File: src/rtl/issue_unit_pkg.sv
// issue_unit_pkg: CDB owner codes, default unit latencies and the mod-3 round-robin step shared by the issue arbiter
package issue_unit_pkg;
  typedef enum logic [1:0] {
    CDB_NONE = 2'd0,
    CDB_INT  = 2'd1,
    CDB_MUL  = 2'd2,
    CDB_DIV  = 2'd3
  } cdb_own_e;
  localparam int DEF_INT_LAT = 1;
  localparam int DEF_MUL_LAT = 4;
  localparam int DEF_DIV_LAT = 7;
  function automatic logic [1:0] rr_next(input logic [1:0] x);
    return (x == 2'd2) ? 2'd0 : x + 2'd1;
  endfunction
endpackage

File: src/rtl/issue_unit_if.sv
// issue_unit_if: issue-queue handshake bus (ready in, done/div_busy/cdb_sel out); master = queues, slave = issue_unit
interface issue_unit_if;
  import issue_unit_pkg::*;
  logic     issueint_ready;
  logic     issuemul_ready;
  logic     issuediv_ready;
  logic     issueint_done;
  logic     issuemul_done;
  logic     issuediv_done;
  logic     div_busy;
  cdb_own_e cdb_sel;
  modport master (
    output issueint_ready, issuemul_ready, issuediv_ready,
    input  issueint_done, issuemul_done, issuediv_done, div_busy, cdb_sel
  );
  modport slave (
    input  issueint_ready, issuemul_ready, issuediv_ready,
    output issueint_done, issuemul_done, issuediv_done, div_busy, cdb_sel
  );
endinterface

File: src/rtl/issue_unit_cdb_slot_tracker.sv
// cdb_slot_tracker: CDB claim/owner calendar (in clk, reset, gnt; out int/mul/div_claimed for each unit's landing slot, registered cdb_sel)
module cdb_slot_tracker
  import issue_unit_pkg::*;
#(
  parameter int INT_LAT = DEF_INT_LAT,
  parameter int MUL_LAT = DEF_MUL_LAT,
  parameter int DIV_LAT = DEF_DIV_LAT
) (
  input  logic     clk,
  input  logic     reset,
  input  cdb_own_e gnt,
  output logic     int_claimed,
  output logic     mul_claimed,
  output logic     div_claimed,
  output cdb_own_e cdb_sel
);
  logic [DIV_LAT:0]      res_q, res_d;
  logic [DIV_LAT:0][1:0] own_q, own_d;
  always_comb begin
    res_d = res_q >> 1;
    own_d = {CDB_NONE, own_q[DIV_LAT:1]};
    if (gnt == CDB_INT) begin
      res_d[INT_LAT-1] = 1'b1;
      own_d[INT_LAT-1] = CDB_INT;
    end
    if (gnt == CDB_MUL) begin
      res_d[MUL_LAT-1] = 1'b1;
      own_d[MUL_LAT-1] = CDB_MUL;
    end
    if (gnt == CDB_DIV) begin
      res_d[DIV_LAT-1] = 1'b1;
      own_d[DIV_LAT-1] = CDB_DIV;
    end
  end
  always_ff @(posedge clk or posedge reset) begin
    if (reset) begin
      res_q <= '0;
      own_q <= '0;
    end else begin
      res_q <= res_d;
      own_q <= own_d;
    end
  end
  assign int_claimed = res_q[INT_LAT];
  assign mul_claimed = res_q[MUL_LAT];
  assign div_claimed = res_q[DIV_LAT];
  assign cdb_sel     = cdb_own_e'(own_q[0]);
endmodule

File: src/rtl/issue_unit.sv
// issue_unit: round-robin int/mul/div issue arbiter gated by CDB slot claims (in clk, reset, bus.*_ready; out bus.*_done, bus.div_busy, bus.cdb_sel)
module issue_unit
  import issue_unit_pkg::*;
#(
  parameter int INT_LAT = DEF_INT_LAT,
  parameter int MUL_LAT = DEF_MUL_LAT,
  parameter int DIV_LAT = DEF_DIV_LAT
) (
  input logic         clk,
  input logic         reset,
  issue_unit_if.slave bus
);
  localparam int CW = $clog2(DIV_LAT);
  logic [1:0]    rr_q, rr_d, rr_1, rr_2, gnt_idx;
  logic [CW-1:0] div_cnt_q, div_cnt_d;
  logic [2:0]    elig;
  logic          int_claimed, mul_claimed, div_claimed, gnt_any;
  cdb_own_e      gnt;
  always_comb begin
    elig = {bus.issuediv_ready & (div_cnt_q == '0) & ~div_claimed,
            bus.issuemul_ready & ~mul_claimed,
            bus.issueint_ready & ~int_claimed} & {3{~reset}};
    rr_1 = rr_next(rr_q);
    rr_2 = rr_next(rr_1);
    gnt_idx = elig[rr_q] ? rr_q : elig[rr_1] ? rr_1 : rr_2;
    gnt_any = |elig;
    gnt = gnt_any ? cdb_own_e'(gnt_idx + 2'd1) : CDB_NONE;
    rr_d = gnt_any ? rr_next(gnt_idx) : rr_q;
    div_cnt_d = (gnt == CDB_DIV) ? CW'(DIV_LAT - 1) :
                (div_cnt_q != '0) ? div_cnt_q - CW'(1) : div_cnt_q;
  end
  always_ff @(posedge clk or posedge reset) begin
    if (reset) begin
      rr_q      <= '0;
      div_cnt_q <= '0;
    end else begin
      rr_q      <= rr_d;
      div_cnt_q <= div_cnt_d;
    end
  end
  cdb_slot_tracker #(
    .INT_LAT(INT_LAT),
    .MUL_LAT(MUL_LAT),
    .DIV_LAT(DIV_LAT)
  ) u_tracker (
    .clk        (clk),
    .reset      (reset),
    .gnt        (gnt),
    .int_claimed(int_claimed),
    .mul_claimed(mul_claimed),
    .div_claimed(div_claimed),
    .cdb_sel    (bus.cdb_sel)
  );
  assign bus.issueint_done = (gnt == CDB_INT);
  assign bus.issuemul_done = (gnt == CDB_MUL);
  assign bus.issuediv_done = (gnt == CDB_DIV);
  assign bus.div_busy      = (div_cnt_q != '0);
endmodule

File: src/flat_wrapper.sv
// flat-port wrapper written by rule: the top's interface ports become plain ports
module issue_unit_flat import issue_unit_pkg::*;
#(
  parameter int INT_LAT = DEF_INT_LAT,
  parameter int MUL_LAT = DEF_MUL_LAT,
  parameter int DIV_LAT = DEF_DIV_LAT
)
  (clk, reset, bus_issueint_ready, bus_issuemul_ready, bus_issuediv_ready, bus_issueint_done, bus_issuemul_done, bus_issuediv_done, bus_div_busy, bus_cdb_sel);
  issue_unit_if bus_i ();
  input logic clk;
  input logic reset;
  input wire logic [$bits(bus_i.issueint_ready)-1:0] bus_issueint_ready;
  input wire logic [$bits(bus_i.issuemul_ready)-1:0] bus_issuemul_ready;
  input wire logic [$bits(bus_i.issuediv_ready)-1:0] bus_issuediv_ready;
  output wire logic [$bits(bus_i.issueint_done)-1:0] bus_issueint_done;
  output wire logic [$bits(bus_i.issuemul_done)-1:0] bus_issuemul_done;
  output wire logic [$bits(bus_i.issuediv_done)-1:0] bus_issuediv_done;
  output wire logic [$bits(bus_i.div_busy)-1:0] bus_div_busy;
  output wire logic [$bits(bus_i.cdb_sel)-1:0] bus_cdb_sel;
  assign bus_i.issueint_ready = bus_issueint_ready;
  assign bus_i.issuemul_ready = bus_issuemul_ready;
  assign bus_i.issuediv_ready = bus_issuediv_ready;
  assign bus_issueint_done = bus_i.issueint_done;
  assign bus_issuemul_done = bus_i.issuemul_done;
  assign bus_issuediv_done = bus_i.issuediv_done;
  assign bus_div_busy = bus_i.div_busy;
  assign bus_cdb_sel = bus_i.cdb_sel;
  issue_unit #(.INT_LAT(INT_LAT), .MUL_LAT(MUL_LAT), .DIV_LAT(DIV_LAT)) u_core (.clk(clk), .reset(reset), .bus(bus_i));
endmodule
File: config.mk
export PLATFORM = sky130hd
export DESIGN_NAME = issue_unit_flat
export DESIGN_NICKNAME = d
export VERILOG_FILES = /design/src/rtl/issue_unit_pkg.sv /design/src/rtl/issue_unit_if.sv /design/src/rtl/issue_unit_cdb_slot_tracker.sv /design/src/rtl/issue_unit.sv /design/src/flat_wrapper.sv
export SDC_FILE = /design/constraint.sdc
export NUM_CORES = 1
export LEC_CHECK = 0
export BUFFER_PORTS_ARGS = -buffer_cell sky130_fd_sc_hd__clkbuf_2
export CAP_MARGIN = 30
export CORE_MARGIN = 3
export CORE_UTILIZATION = 49
export CTS_CLUSTER_SIZE = 14
export DETAILED_ROUTE_END_ITERATION = 6
export PLACE_DENSITY = 0.71
export RECOVER_POWER = 50
export SETUP_SLACK_MARGIN = 0.05
export SYNTH_ARGS = -nofsm -noshare
export SYNTH_HDL_FRONTEND = slang
export SYNTH_SLANG_ARGS = --single-unit
File: constraint.sdc
create_clock -name clk -period 2.1 [get_ports clk]
set_input_delay 0.21 -clock clk [delete_from_list [all_inputs] [get_ports clk]]
set_output_delay 0.21 -clock clk [all_outputs]
set_load 0.02 [all_outputs]
==> summary.json, run 1 <==
{
  "status": {
    "outcome": "finished, violations left",
    "violated_checks": "negative setup slack"
  },
  "cells_and_area": {
    "finish.cell_count_without_fillers": 122,
    "final_layout_size_suffix_gt1_frac": 0.632,
    "area_growth_syn_to_layout_pct": 53.4,
    "fillCellCount": 90,
    "multi_input_comb_area_um2": 561,
    "antenna-diode-count": 0,
    "sequential_cell_area_um2": 402,
    "final_nets": 117
  },
  "synth": {
    "distinct_cell_type_count_of_the_synthesized_netlist": 33,
    "synth-compound-area-share": 0.182,
    "mean_syn_cell_area_um2": 12.0,
    "adder_and_majority_gate_portion_of_the_synthesized_area": 0.0588,
    "combinational_family_with_the_most_area_after_synthesis": "compound AO/OA/AOI/OAI gates",
    "ys_seq_elements": 16,
    "synthesis.area_um2": 851,
    "synth.mux.area_fraction": 0.0382,
    "synthCells": 71,
    "synth_seq_area_share": 0.471,
    "synth_simple_gate_area_frac": 0.181,
    "yosysWarningCount": 0,
    "synth_fp_nets": 80,
    "synth_xor_area_frac": 0.0103
  },
  "routing": {
    "wire_per_inst_um": 17.7,
    "antenna_violating_nets_post_route": 0,
    "detail_route.wirelength_um": 2150,
    "dr.pass1.iters": 3,
    "drt-initial-drc-count": 11,
    "remaining_drc_errors": 0,
    "num_vias": 683,
    "vias_per_cell": 5.60
  },
  "critical_path": {
    "timing.reg2reg.worst_path_depth": 11,
    "cp-start-kind": "register",
    "setup_crit_end_kind": "output port",
    "critical_path_peak_fanout": 6,
    "timing.critical_path.arrival_ps": 2160,
    "r2r-start": "u_core.div_cnt_q[1]$_DFFE_PP0P_",
    "required_ps": 1890,
    "timing.reg2reg.setup_slack_ps": -130,
    "r2r_end": "u_core.u_tracker.own_d[4]$_DFF_PP0_",
    "worst-setup-path-type": "register to output port"
  },
  "die": {
    "boundaryPins": 11,
    "fp.dieW_um": 47.7,
    "floorplan.rows": 14,
    "die_area_um2": 2270,
    "floorplan.initialDensity": 0.540,
    "die_y_um": 47.7,
    "core-area_um2": 1580
  },
  "sta": {
    "report.final.setup_viol": 5,
    "slew_headroom": 0.592,
    "post-route-worst-setup-slack_ps": -267,
    "timing_hold_violations_final": 0,
    "rsz_0062_raised_after_global_routing": "true",
    "clock_skew_ps": 6.74,
    "min_tclk_post_route_ps": 2370,
    "max_clock_freq_ghz": 0.423,
    "fin_hold_ws_ps": 284,
    "final-max-slew-violation-count": 0,
    "finalSetupTns_ps": -890,
    "layout_worst_path_cycle_share": 1.13,
    "worst_pin_slew_ps": 609
  },
  "power": {
    "power.sequential.fraction": 0.263,
    "comb_power_share": 0.661,
    "switching_share": 0.414,
    "power.density_cell_area_nw_per_um2": 1530,
    "max-vdd-ir-drop_v": 0.00103,
    "design_power_total_w": 0.00200,
    "power.share.clock": 0.076,
    "cellInternalPower_w": 0.00117,
    "netSwitchingPower_w": 0.000825,
    "p_leak_nw": 0.581
  },
  "clock_tree": {
    "clock_latency_ps": 280,
    "cts.sinks": 16,
    "cts.htree.levels": 1,
    "cts.reportedPaths.clkPinSlew_ps": 80,
    "inserted_clock_buffers": 3,
    "cts_hold_repair.buffers": 0,
    "cts_root_buffer_type": "sky130_fd_sc_hd__clkbuf_4",
    "tritoncts": "yes",
    "cts_buffer_depth": 2
  },
  "global_route": {
    "grt_pass1_wl_um": 3350,
    "gr-total-overflow": 0,
    "grt_pass1_vias": 758,
    "grt_use_total": 0.214,
    "grt_max_degree": 17,
    "number_of_antenna_violations_at_the_first_check_in_global_routing": 0
  },
  "place": {
    "detailed_place_hpwl_um": 1500,
    "numPlacedInstances": 114,
    "io_buffer_count": 10,
    "gp_routability_congestion": 0.857
  },
  "job": {
    "max-cap-violations": 0
  },
  "min_path": {
    "holdCritPathClass": "input port to async pin"
  }
}
[Yosys cell counts]
library cell                number  area (µm²)
sky130_fd_sc_hd__o211ai_1        1        7.51
sky130_fd_sc_hd__xnor2_1         1        8.76
sky130_fd_sc_hd__nand3_1         2        10.0
sky130_fd_sc_hd__nor3_1          3        15.0
sky130_fd_sc_hd__o21a_1          1        7.51
sky130_fd_sc_hd__o2bb2ai_2       1        15.0
sky130_fd_sc_hd__nor3_2          1        10.0
sky130_fd_sc_hd__mux2i_1         1        10.0
sky130_fd_sc_hd__nor2_1          3        11.3
sky130_fd_sc_hd__ha_1            4        50.1
sky130_fd_sc_hd__mux2_2          2        22.5
sky130_fd_sc_hd__dfrtp_1        16         400
sky130_fd_sc_hd__nor4bb_2        1        16.3
sky130_fd_sc_hd__a21o_1          1        7.51
sky130_fd_sc_hd__inv_1           7        26.3
sky130_fd_sc_hd__a21oi_1         1        5.00
sky130_fd_sc_hd__o31ai_1         4        30.0
sky130_fd_sc_hd__o31a_1          2        17.5
sky130_fd_sc_hd__buf_2           1        5.00
sky130_fd_sc_hd__or3b_4          1        11.3
sky130_fd_sc_hd__o2111a_1        1        11.3
sky130_fd_sc_hd__nand2b_1        1        6.26
sky130_fd_sc_hd__nand4bb_1       1        11.3
sky130_fd_sc_hd__buf_4           2        15.0
sky130_fd_sc_hd__and2_1          1        6.26
sky130_fd_sc_hd__buf_1           1        3.75
sky130_fd_sc_hd__o21ai_0         1        5.00
sky130_fd_sc_hd__o21a_4          1        15.0
sky130_fd_sc_hd__nor3b_2         2        25.0
sky130_fd_sc_hd__nor4b_4         1        23.8
sky130_fd_sc_hd__o32ai_2         1        16.3
sky130_fd_sc_hd__nand2_1         2        7.51
sky130_fd_sc_hd__o2111ai_1       2        17.5
[sequential cells by signal, summed over array words and instances (netlist names)]
name                      cells
u_core.u_tracker.res_q        3
u_core.u_tracker.own_q        2
u_core.u_tracker.own_d        4
u_core.div_cnt_q              3
u_core.u_tracker.cdb_sel      2
u_core.rr_q                   2
[through the flow]
step           cell area (µm²)  utilization  worst slack (ps)
4_1_cts                   1220        0.777              -281
6_report                  1310        0.828              -267
2_1_floorplan              910            -              -124
5_1_grt                   1310        0.828              -360
3_3_place_gp              1110        0.706             -52.5
3_5_place_dp              1110        0.706              -140
[cell families (layout without fill, tap and decap cells)]
kind of cell / Yosys count / after routing
AO/OA/AOI/OAI: 17 / 17
buffers and inverters: 11 / 46
adder cells (fa/ha/maj): 4 / 4
multiplexers: 3 / 3
XOR/XNOR: 1 / 1
AND/OR/NAND/NOR: 19 / 19
flip-flops: 16 / 16
[placed cells by master, fill, tap and decap left out, types with 2 or more instances in the layout]
master                     count
sky130_fd_sc_hd__dfrtp_1      15
sky130_fd_sc_hd__buf_4        24
sky130_fd_sc_hd__clkbuf_2      7
sky130_fd_sc_hd__nor3b_4       2
sky130_fd_sc_hd__nor2_1        2
sky130_fd_sc_hd__nor3_4        2
sky130_fd_sc_hd__o31ai_4       3
sky130_fd_sc_hd__ha_1          2
sky130_fd_sc_hd__o31a_1        2
sky130_fd_sc_hd__inv_2         3
sky130_fd_sc_hd__inv_1         4
sky130_fd_sc_hd__nand2_1       2
sky130_fd_sc_hd__clkbuf_4      3
sky130_fd_sc_hd__ha_4          2
sky130_fd_sc_hd__buf_6         4
sky130_fd_sc_hd__mux2_2        2
[worst max-delay path, stage by stage, from the launching register on]
cell	delay [ps]
sky130_fd_sc_hd__dfrtp_1	390
sky130_fd_sc_hd__inv_2	80
sky130_fd_sc_hd__ha_4	160
sky130_fd_sc_hd__nand4bb_4	140
sky130_fd_sc_hd__o31ai_4	230
sky130_fd_sc_hd__o31ai_4	130
sky130_fd_sc_hd__ha_4	340
sky130_fd_sc_hd__nand3_4	80
sky130_fd_sc_hd__o211ai_1	160
sky130_fd_sc_hd__buf_4	170
[per-layer routing]
layer | GRT usage | vias up | part of all wire | routed length, µm
li1 | - | 330 | - | -
met5 | 0 | - | 0 | 0
met4 | 0.0430 | 0 | 0.013 | 27
met2 | 0.377 | 19 | 0.51 | 1110
met1 | 0.249 | 329 | 0.43 | 922
met3 | 0.0827 | 5 | 0.045 | 98
[area by class of cell]
cell class / instances / share of cell area
clock buffers: 3 / 0.0173
inverters: 7 / 0.0201
multi-input cells: 44 / 0.430
flip-flops and latches: 16 / 0.308
well taps: 16 / 0.0153
repair buffers: 36 / 0.210
[worst max-delay path by stage]
stage	start	end	slack [ps]	cells after the start
finish	u_core.div_cnt_q[1]$_DFFE_PP0P_	bus_issuemul_done	-270	9
global route	u_core.rr_q[1]$_DFFE_PP0N_	bus_issuemul_done	-360	7
CTS	u_core.div_cnt_q[1]$_DFFE_PP0P_	bus_issuemul_done	-280	9
detailed placement	u_core.div_cnt_q[1]$_DFFE_PP0P_	bus_issuemul_done	-140	9
global placement	u_core.div_cnt_q[1]$_DFFE_PP0P_	bus_issuemul_done	-50	9
floorplan	u_core.div_cnt_q[1]$_DFFE_PP0P_	bus_issuemul_done	-120	8
[repair_timing]
item	CTS	global route
pin swaps	9	8
endpoints found under the setup margin	10	8
endpoints found under the hold margin	0	0
resized for setup	14	16
gates cloned	0	0
buffers inserted	4	4
[power groups by stage]
stage	sequential, W	clock [W]	combinational, W
6_report	0.000526	0.000152	0.00132
5_1_grt	0.000539	0.000170	0.00140
4_1_cts	0.000518	0.000158	0.00112
3_5_place_dp	0.000511	0	0.000974
3_3_place_gp	0.000503	0	0.000946
2_1_floorplan	0.000481	0	0.000633
Power figures use the tool's default switching activity.
==> inputs of run 2 (changes only) <==
--- a/config.mk
+++ b/config.mk
@@ -5,13 +5,14 @@
 export SDC_FILE = /design/constraint.sdc
 export NUM_CORES = 1
 export LEC_CHECK = 0
+export ABC_AREA = 1
 export BUFFER_PORTS_ARGS = -buffer_cell sky130_fd_sc_hd__clkbuf_2
 export CAP_MARGIN = 30
 export CORE_MARGIN = 3
-export CORE_UTILIZATION = 49
+export CORE_UTILIZATION = 48
 export CTS_CLUSTER_SIZE = 14
 export DETAILED_ROUTE_END_ITERATION = 6
-export PLACE_DENSITY = 0.71
+export PLACE_DENSITY = 0.7
 export RECOVER_POWER = 50
 export SETUP_SLACK_MARGIN = 0.05
 export SYNTH_ARGS = -nofsm -noshare
==> run 2 against run 1 <==
Effect of this change:
- the flow still finishes with violations (negative setup slack)
- design area decreased by 9.2%
- sequential power down 2%
- first-iteration DRC count down 82%
- clock skew is 5.4 ps lower
- sequential cell count did not move
- synthesized cell count grew 27%
- register-to-register slack worse by 160 ps
- utilization is 0.95 points higher
- total power increased by 9.2%
- largest power group unchanged
- highest routed layer unchanged
==> summary.json, run 2 <==
{
  "place": {
    "detailed_place_hpwl_um": 1120,
    "gp_routability_congestion": 0.763,
    "dpl-instance-area_um2": 920,
    "io_buffer_count": 10
  },
  "synth": {
    "ys_seq_elements": 16,
    "synthesis.area_um2": 783,
    "ys_dominant_reg_cell": "sky130_fd_sc_hd__dfrtp_1",
    "synth_edf_count": 0,
    "synthCells": 90,
    "async_flop_share": 1.00,
    "post-synth-top-area-fraction": 0.511,
    "synth_fp_nets": 99,
    "synth_seq_area_share": 0.511,
    "mean_syn_cell_area_um2": 8.70,
    "yosysWarningCount": 0,
    "biggest_area_contributors_in_the_synthesized_netlist": "sky130_fd_sc_hd__dfrtp_1 51%, sky130_fd_sc_hd__nand2_1 9.6%, sky130_fd_sc_hd__inv_1 8.6%",
    "synthTopCellsByCount": "20 x sky130_fd_sc_hd__nand2_1, 18 x sky130_fd_sc_hd__inv_1, 16 x sky130_fd_sc_hd__dfrtp_1, 7 x sky130_fd_sc_hd__nor2_1, 5 x sky130_fd_sc_hd__o21ai_0",
    "synthMostInstantiatedCell": "sky130_fd_sc_hd__nand2_1",
    "yosys.area.top_type": "sky130_fd_sc_hd__dfrtp_1",
    "distinct_cell_type_count_of_the_synthesized_netlist": 18
  },
  "clock_tree": {
    "clock_latency_ps": 290,
    "cts_root_buffer_type": "sky130_fd_sc_hd__clkbuf_4",
    "inserted_clock_buffers": 3,
    "cts.htree.levels": 1,
    "cts_buffer_depth": 2,
    "cts.reportedPaths.clkPinSlew_ps": 90,
    "cts.sinks": 16,
    "tritoncts": "yes"
  },
  "job": {
    "max-cap-violations": 0
  },
  "die": {
    "fp.dieW_um": 46.4,
    "core-area_um2": 1420,
    "boundaryPins": 11,
    "die_y_um": 46.4,
    "die_area_um2": 2150,
    "floorplan.initialDensity": 0.553,
    "floorplan.rows": 13
  },
  "routing": {
    "dr.pass1.iters": 3,
    "antenna_violating_nets_post_route": 0,
    "vias_per_cell": 4.83,
    "num_vias": 696,
    "detail_route.wirelength_um": 1840,
    "wire_per_inst_um": 12.8,
    "drt-initial-drc-count": 2,
    "remaining_drc_errors": 0
  },
  "sta": {
    "layout_worst_path_cycle_share": 1.17,
    "min_tclk_post_route_ps": 2460,
    "slew_headroom": 0.599,
    "report.final.setup_viol": 7,
    "max_clock_freq_ghz": 0.407,
    "finalSetupTns_ps": -2010,
    "post-route-worst-setup-slack_ps": -358,
    "rsz_0062_raised_after_global_routing": "true",
    "timing_hold_violations_final": 0,
    "final-max-slew-violation-count": 0,
    "worst_pin_slew_ps": 600,
    "clock_skew_ps": 1.30,
    "fin_hold_ws_ps": 6.73
  },
  "global_route": {
    "grt_max_degree": 17,
    "grt_use_total": 0.203,
    "gr-total-overflow": 0,
    "grt_pass1_vias": 733,
    "grt_pass1_wl_um": 2970,
    "number_of_antenna_violations_at_the_first_check_in_global_routing": 0
  },
  "critical_path": {
    "critical_path_peak_fanout": 3,
    "crit_path_cell_trace": "inv_2 -> ha_4 -> inv_2 -> nor2_4 -> nand2_2 -> nor2_1 -> nor2_2 -> nand2_2 -> nand2_2 -> inv_1 -> ha_4 -> inv_4 -> nor2_4 -> nand3_2 -> inv_2 -> buf_8",
    "timing.critical_path.slowest_cell_delay_ps": 380,
    "cp-start-kind": "register",
    "setup_crit_end_kind": "output port",
    "r2r-start": "u_core.div_cnt_q[1]$_DFFE_PP0P_",
    "timing.critical_path.slowest_stage_cell": "sky130_fd_sc_hd__dfrtp_1",
    "cp-startpoint": "u_core.div_cnt_q[1]$_DFFE_PP0P_",
    "timing.critical_path.arrival_ps": 2250,
    "required_ps": 1890,
    "worst-setup-path-type": "register to output port"
  },
  "cells_and_area": {
    "largest_register_ffs": 4,
    "layout.core_utilization": 0.837,
    "final_layout_size_suffix_gt1_frac": 0.535,
    "antenna-diode-count": 0,
    "layout_commonest_cell": "sky130_fd_sc_hd__buf_4",
    "final_cell_mix": "22 x sky130_fd_sc_hd__buf_4, 16 x sky130_fd_sc_hd__dfrtp_1, 15 x sky130_fd_sc_hd__nand2_1",
    "design_area_um2": 1180,
    "final_nets": 139,
    "area_growth_syn_to_layout_pct": 51.3
  },
  "min_path": {
    "holdCritPathClass": "input port to async pin"
  },
  "status": {
    "violated_checks": "negative setup slack",
    "outcome": "finished, violations left"
  },
  "power": {
    "power.density_cell_area_nw_per_um2": 1840,
    "p_leak_nw": 0.660,
    "max-vdd-ir-drop_v": 0.00127
  }
}
## run 2: changes by cell type after synthesis, sizes merged, moves of 3 or more
| cell | change |
|---|---|
| nand2 | +21 |
| inv | +12 |
| o21ai | +5 |
| nor2 | +7 |
| nor3 | -3 |
| o31ai | -4 |
| nand3 | +4 |
## run 2: cell type report
| cell class | instances | area (µm²) |
|---|---|---|
| fill | 81 | 230 |
| sequential | 16 | 400 |
| clock buffer | 4 | 36.3 |
| inverter | 19 | 73.8 |
| multi-input combinational | 53 | 355 |
| tap | 15 | 18.8 |
| timing repair buffer | 37 | 300 |
## run 2: per-layer routing
metal / part of all wire / global-route usage / vias to the layer above
li1: - / - / 342
met1: 0.42 / 0.225 / 335
met2: 0.52 / 0.346 / 15
met3: 0.049 / 0.0742 / 4
met4: 0.014 / 0.0852 / 0
met5: 0 / 0 / -
## run 2: power by group
group          switching, W  internal (W)
clock             0.0000979      0.000106
sequential        0.0000778      0.000437
combinational      0.000683      0.000778
## run 2: through the flow
stage,cells,total power (W),worst slack (ps)
2_1_floorplan,90,0.00106,58.0
3_3_place_gp,124,0.00133,-96.8
3_5_place_dp,124,0.00136,-158
4_1_cts,145,0.00200,-410
5_1_grt,144,0.00233,-474
6_report,144,0.00218,-358
## run 2: worst paths after layout
kind                                                         end  cells past startpoint  slack [ps]
setup reg to reg                 u_core.div_cnt_q[0]$_DFFE_PP0P_                     20        -290
max in group asynchronous    u_core.u_tracker.own_d[2]$_DFF_PP0_                      2        1710
min in group clk             u_core.u_tracker.own_q[8]$_DFF_PP0_                      0         350
hold reg to reg              u_core.u_tracker.own_q[8]$_DFF_PP0_                      0         350
setup / recovery                               bus_issuediv_done                     16        -360
hold / removal             u_core.u_tracker.cdb_sel[0]$_DFF_PP0_                      2           7
## run 2: cells by family (layout without fill, tap and decap cells)
kind of cell    Yosys count  count (layout)  synth area share
fa+ha+maj                 4               4            0.0639
flops                    16              16             0.511
simple gates             40              40             0.248
compound gates            7               7            0.0447
xor+xnor                  2               2            0.0224
buf+inv                  21              60             0.110
## run 2: critical path: cells and delay by family, from the launching register on
family	cells	cell delay, ps
adders and majority gates	2	430
and+or+nand+nor	8	730
DFF	1	380
buffers and inverters	6	430
## run 2: what timing repair did
item                                    in CTS  in global routing
setup buffers                               20                  3
gates cloned                                 0                  0
hold buffers                                 0                  0
resized for setup                           22                 13
endpoints found under the hold margin        0                  0
endpoints found under the setup margin       8                 12
pin swaps                                   12                 10
